### config.mk
export PLATFORM = sky130hd
export DESIGN_NAME = pgm_ram_arb
export DESIGN_NICKNAME = d
export VERILOG_FILES = /design/src/rtl/pgm_pkg.sv /design/src/rtl/pgm_arb_rr.sv /design/src/rtl/pgm_ram_arb.sv
export SDC_FILE = /design/constraint.sdc
export NUM_CORES = 1
export LEC_CHECK = 0
export CAP_MARGIN = 20
export CORE_AREA = 2 2 242 244
export DETAILED_ROUTE_END_ITERATION = 10
export DIE_AREA = 0 0 244 246
export DONT_BUFFER_PORTS = 1
export HOLD_SLACK_MARGIN = 0.03
export PLACE_DENSITY_LB_ADDON = 0.08
export SETUP_SLACK_MARGIN = 0.4
export SLEW_MARGIN = 40
export SYNTH_ARGS = -nofsm -noshare
export SYNTH_HDL_FRONTEND = slang
export SYNTH_SLANG_ARGS = --single-unit
### constraint.sdc
create_clock -name clk -period 7.95 [get_ports clk]
set_input_delay 0.3975 -clock clk [delete_from_list [all_inputs] [get_ports clk]]
set_output_delay 0.3975 -clock clk [all_outputs]
set_load 0.005 [all_outputs]
### src/rtl/pgm_pkg.sv
// Shared types and sizes for the PGM RAM arbiter slice.
package pgm_pkg;
  localparam int PGM_ADDR_W = 7;
  localparam int PGM_DATA_W = 144;
  localparam int PGM_DEPTH  = 128;

  typedef enum logic [1:0] {
    GNT_NONE = 2'd0,
    GNT_RD   = 2'd1,
    GNT_WR   = 2'd2
  } grant_t;
endpackage

### src/rtl/pgm_arb_rr.sv
// Two-way PGM RAM arbiter: round-robin outside the send window, read priority
// with a write starvation guard inside it.
module pgm_arb_rr
  import pgm_pkg::*;
#(
  parameter int STARVE_MAX = 16
) (
  input  logic   clk,
  input  logic   rst_n,
  input  logic   wr_req,
  input  logic   rd_req,
  input  logic   win_open,
  output grant_t gnt
);

  logic       pref_rd_q, pref_rd_d;
  logic [7:0] starve_q, starve_d;
  logic       starved;

  assign starved = (starve_q == 8'(STARVE_MAX));

  always_comb begin
    gnt = GNT_NONE;
    if (rst_n) begin
      if (wr_req && rd_req) begin
        if (win_open) gnt = starved ? GNT_WR : GNT_RD;
        else          gnt = pref_rd_q ? GNT_RD : GNT_WR;
      end else if (wr_req) begin
        gnt = GNT_WR;
      end else if (rd_req) begin
        gnt = GNT_RD;
      end
    end
  end

  // Pointer moves only on contested grants; the starvation count only
  // advances while the window is open and holds its value otherwise.
  always_comb begin
    pref_rd_d = pref_rd_q;
    if (wr_req && rd_req) pref_rd_d = (gnt == GNT_WR);
    starve_d = starve_q;
    if (!wr_req || gnt == GNT_WR) starve_d = '0;
    else if (win_open && !starved) starve_d = starve_q + 8'd1;
  end

  always_ff @(posedge clk) begin
    if (!rst_n) begin
      pref_rd_q <= 1'b1;
      starve_q  <= '0;
    end else begin
      pref_rd_q <= pref_rd_d;
      starve_q  <= starve_d;
    end
  end

endmodule

### src/rtl/pgm_ram_arb.sv
// Shares the single-port PGM RAM between the cfg write path and pgm_rd fetch;
// holds the send-window flag, read-valid pipe and conflict counter.
module pgm_ram_arb
  import pgm_pkg::*;
#(
  parameter int ADDR_W     = PGM_ADDR_W,
  parameter int DATA_W     = PGM_DATA_W,
  parameter int STARVE_MAX = 16
) (
  input  logic              clk,
  input  logic              rst_n,
  input  logic              wr2arb_req,
  input  logic [ADDR_W-1:0] wr2arb_addr,
  input  logic [DATA_W-1:0] wr2arb_wdata,
  output logic              arb2wr_ack,
  input  logic              rd2ram_rd,
  input  logic [ADDR_W-1:0] rd2ram_addr,
  output logic              arb2rd_ack,
  output logic [DATA_W-1:0] ram2rd_rdata,
  output logic              ram2rd_rdata_valid,
  input  logic              pgm_sent_start_flag,
  input  logic              pgm_sent_finish_flag,
  output logic              arb2ram_en,
  output logic              arb2ram_we,
  output logic [ADDR_W-1:0] arb2ram_addr,
  output logic [DATA_W-1:0] arb2ram_wdata,
  input  logic [DATA_W-1:0] ram2arb_rdata,
  input  logic              cnt_clr,
  output logic [15:0]       conflict_cnt
);

  grant_t            gnt;
  logic              win_q, win_d;
  logic              rvld_q, rvld_d;
  logic [15:0]       cnt_q, cnt_d;
  logic [ADDR_W-1:0] addr_q, addr_d;
  logic [DATA_W-1:0] wdata_q, wdata_d;

  pgm_arb_rr #(
    .STARVE_MAX(STARVE_MAX)
  ) u_arb (
    .clk      (clk),
    .rst_n    (rst_n),
    .wr_req   (wr2arb_req),
    .rd_req   (rd2ram_rd),
    .win_open (win_q),
    .gnt      (gnt)
  );

  always_comb begin
    win_d = win_q;
    if (pgm_sent_finish_flag)     win_d = 1'b0;
    else if (pgm_sent_start_flag) win_d = 1'b1;

    rvld_d = (gnt == GNT_RD);

    cnt_d = cnt_q;
    if (cnt_clr) cnt_d = '0;
    else if (wr2arb_req && rd2ram_rd && cnt_q != 16'hFFFF) cnt_d = cnt_q + 16'd1;

    // Idle cycles keep the last address/data on the RAM bus.
    addr_d  = addr_q;
    wdata_d = wdata_q;
    case (gnt)
      GNT_WR: begin
        addr_d  = wr2arb_addr;
        wdata_d = wr2arb_wdata;
      end
      GNT_RD:  addr_d = rd2ram_addr;
      default: ;
    endcase
  end

  // Everything is forced low while rst_n=0, including an in-flight read-valid.
  assign arb2ram_en         = (gnt != GNT_NONE);
  assign arb2ram_we         = (gnt == GNT_WR);
  assign arb2wr_ack         = (gnt == GNT_WR);
  assign arb2rd_ack         = (gnt == GNT_RD);
  assign arb2ram_addr       = rst_n ? addr_d  : '0;
  assign arb2ram_wdata      = rst_n ? wdata_d : '0;
  assign ram2rd_rdata_valid = rvld_q & rst_n;
  assign ram2rd_rdata       = ram2rd_rdata_valid ? ram2arb_rdata : '0;
  assign conflict_cnt       = rst_n ? cnt_q : '0;

  always_ff @(posedge clk) begin
    if (!rst_n) begin
      win_q   <= 1'b0;
      rvld_q  <= 1'b0;
      cnt_q   <= '0;
      addr_q  <= '0;
      wdata_q <= '0;
    end else begin
      win_q   <= win_d;
      rvld_q  <= rvld_d;
      cnt_q   <= cnt_d;
      addr_q  <= addr_d;
      wdata_q <= wdata_d;
    end
  end

endmodule

==> flow_metrics.py <==
metrics = {
    "synth": {
        "synth_edf_count": 0,
        "synth_warnings": 0,
        "synth-xor-area-share_pct": 0.744,
        "ys.flop_type": "dfxtp_1",
        "synthMuxAreaShare_pct": 17.9,
        "syn_inst": 860,
        "synth_top_area_share_pct": 43.3,
        "async_reset_ff_share_pct": 0,
        "syn-mean-instance-area_sq_um": 9.58,
        "synth_compound_area_share_pct": 4.54,
        "synth_top_cell_by_area": "dfxtp_1",
        "synth-adder-area-share_pct": 0.911,
        "synthSimpleGateAreaFrac_pct": 28.5,
        "yosysSeqAreaShare_pct": 43.3,
        "syn_nets": 1175,
        "ys_top_cells_by_area": "dfxtp_1 43%, mux2i_1 18%, and3_1 11%",
        "synth.cell_area_sq_um": 8240,
        "ys_seq_elements": 178,
        "ys_types": 45,
        "synth_top_family_by_area": "simple AND/OR/NAND/NOR gates",
    },
    "hold_path": {
        "hold_class": "input pin to flop",
        "min_to": "rvld_q",
        "hold-path-cell-count": 1,
        "hp-start": "rst_n",
    },
    "placement": {
        "gp_congestion": 0.962,
        "dp_hpwl_um": 30100,
        "numPortBuffers": 0,
        "postPlaceCellArea_sq_um": 8970,
        "dpl_worst_slack_ns": 3.71,
    },
    "global_routing": {
        "grt_pass1_wl_um": 50900,
        "grt_antenna_before_repair": 12,
        "grt_max_degree": 321,
        "grt_overflow": 0,
        "first_global_vias": 5763,
        "grt_use_total_pct": 12.3,
    },
    "critical_path": {
        "ff2ff_path_depth": 11,
        "worstPathMaxFanout": 76,
        "r2r_slack_ns": 3.99,
        "worstReg2RegEnd": "wdata_q[0]",
        "path_class": "flop to primary output",
        "cp-end-kind": "primary output",
        "path_cells": "inv_1, ha_1, nand4bb_1, o21ai_1, o21ai_0, o211ai_1, ha_4, buf_12, buf_16, mux2i_1, nor2b_1",
        "crit_path_start_kind": "flop",
        "crit_start": "u_arb.starve_q[0]",
        "cpPeakStageDelay_ns": 0.71,
        "cp_slowest_cell": "ha_4",
        "cp.required_ns": 7.55,
        "r2r-start": "u_arb.starve_q[0]",
        "critical_path_arrival_ns": 4.29,
    },
    "drt": {
        "wirelength_um": 39500,
        "firstDrtPassIters": 4,
        "drc": 0,
        "ant_nets": 0,
        "via_per_inst": 3.87,
        "vias": 6140,
        "wl_per_cell_um": 24.9,
        "first_iter_violations": 264,
    },
    "timing": {
        "setup_viol": 0,
        "worstMarginPinSlew_ns": 0.952,
        "setup_slack_ns": 3.26,
        "fin_crit_ns": 4.69,
        "rsz0062_at_grt": "false",
        "fmax_mhz": 213,
        "skew_ns": 0.0120,
        "tns_ns": 0,
        "drv_slew": 0,
        "finalHoldViolCount": 0,
        "slew_headroom_pct": 36.5,
        "fin_hold_ws_ns": 0.0685,
        "post-route-period-util_pct": 59.0,
    },
    "clock_network": {
        "cts_tree": "yes",
        "clk_path_buf_depth": 2,
        "cts.sinks": 178,
        "clk_latency_ns": 0.47,
        "clkTransAtPathRegs_ns": 0.06,
        "cts_root_buf": "clkbuf_16",
        "cts-resized-gates": 0,
        "htreeDepth": 4,
        "cts_buffers": 17,
    },
    "floorplanning": {
        "rows": 88,
        "die-area_sq_um": 60000,
        "die_x_um": 244,
        "core_area_sq_um": 57400,
        "floorplan.initialDensity_pct": 14.4,
        "die_height_um": 246,
        "pin_count": 625,
    },
    "run": {
        "cap_violations": 0,
    },
    "power_and_ir_drop": {
        "switching_power_mw": 0.506,
        "ir_worst_vdd_uv": 160,
        "pwr-share-seq_pct": 49.0,
        "power.leakage_nw": 3.57,
        "swShare_pct": 26.4,
        "p_comb_share_pct": 8.3,
        "p_clk_share_pct": 42.7,
        "p_int_mw": 1.41,
        "p_per_area_nw_per_um2": 201,
    },
    "finish": {
        "finalNetCount": 1122,
        "area_delta_synth_final_pct": 15.7,
        "final_area_sq_um": 9530,
        "drive_gt1_share_pct": 5.25,
        "fillers": 6416,
    },
    "run_status": {
        "status": "completed",
    },
}
final cells by class:
type	count	area, sq um	area share, %
Tap cell	765	957	10.0
Multi-Input combinational cell	596	4340	45.5
Sequential cell	178	3570	37.4
Clock buffer	20	457	4.79
Timing Repair Buffer	7	103	1.08
Clock inverter	11	78.8	0.827
Inverter	7	26.3	0.276
Antenna cell	1	2.50	0.0263
Yosys cell counts, drive strengths merged (7+ instances only):
master	number
dfxtp	178
and3	148
mux2i	146
nor2b	145
clkbuf	62
nand2	20
and2	19
buf	17
nand3	16
nor2	12
o211a	9
a22oi	7
inv	7
placed cells by master, fill, tap and decap left out, types with 5 or more instances in the layout:
cell type / count
mux2i_1: 146
nand3_1: 14
nor2b_1: 145
ha_1: 5
dfxtp_1: 177
or3_1: 5
a21oi_1: 6
a22oi_1: 7
and2_1: 19
and3_1: 148
nand4_1: 6
o211ai_1: 6
xor2_1: 6
nor2_1: 12
inv_1: 7
o21ai_0: 5
nand2_1: 20
clkbuf_16: 17
o211a_1: 9
metrics by stage:
stage	total power [mW]	util (%)	std cells
2_1_floorplan	1.09	-	860
3_3_place_gp	1.12	15.6	1549
3_5_place_dp	1.12	15.6	1551
4_1_cts	1.98	16.6	1584
5_1_grt	2.01	16.6	1584
6_report	1.91	16.6	1585
cell families after synthesis:
logic type      Yosys count
simple gates            386
flops                   178
mux                     147
buf+inv                  86
compound gates           50
xor+xnor                  7
fa+ha+maj                 6
sequential cells by signal, indices dropped and copies added, names as in the netlist:
signal	flops
wdata_q	144
cnt_q	16
u_arb.starve_q	8
addr_q	7
rvld_q	1
u_arb.pref_rd_q	1
win_q	1
worst max-delay path: cells and delay by family (launching register included):
kind / cells / cell delay, ns
buffers and inverters: 3 / 0.89
AO/OA/AOI/OAI: 3 / 0.90
adder cells (fa/ha/maj): 2 / 0.86
multiplexers: 1 / 0.14
AND/OR/NAND/NOR: 2 / 0.49
flip-flops: 1 / 0.35
power by group through the flow:
| stage | Clock, mW | Combinational, mW | Sequential [mW] |
|---|---|---|---|
| 2_1_floorplan | 0 | 0.140 | 0.952 |
| 4_1_cts | 0.879 | 0.161 | 0.937 |
| 6_report | 0.818 | 0.159 | 0.937 |
| 3_3_place_gp | 0 | 0.156 | 0.961 |
| 5_1_grt | 0.901 | 0.174 | 0.940 |
| 3_5_place_dp | 0 | 0.160 | 0.958 |
metal layers:
metal,up-vias,global-route usage (%),share of wire [%]
met1,2899,15.3,43
met5,-,0,0.10
met4,6,3.55,1.2
li1,2885,-,-
met3,34,7.33,12
met2,316,17.7,44
how the worst max path moves through the flow:
stage / end / slack [ns] / cells past startpoint
after global placement: arb2ram_wdata[0] / 3.78 / 10
after global routing: arb2ram_wdata[0] / 2.89 / 11
after detailed placement: arb2ram_wdata[0] / 3.71 / 11
final: arb2ram_wdata[0] / 3.26 / 11
after floorplan: arb2ram_wdata[100] / 4.88 / 10
after CTS: arb2ram_wdata[0] / 3.15 / 11
timing repair:
| item | in CTS | in global routing |
|---|---|---|
| hold buffers | 2 | 0 |
| setup buffers | 0 | 0 |
| endpoints found under the hold margin | 2 | 0 |
Power figures use the tool's default switching activity.
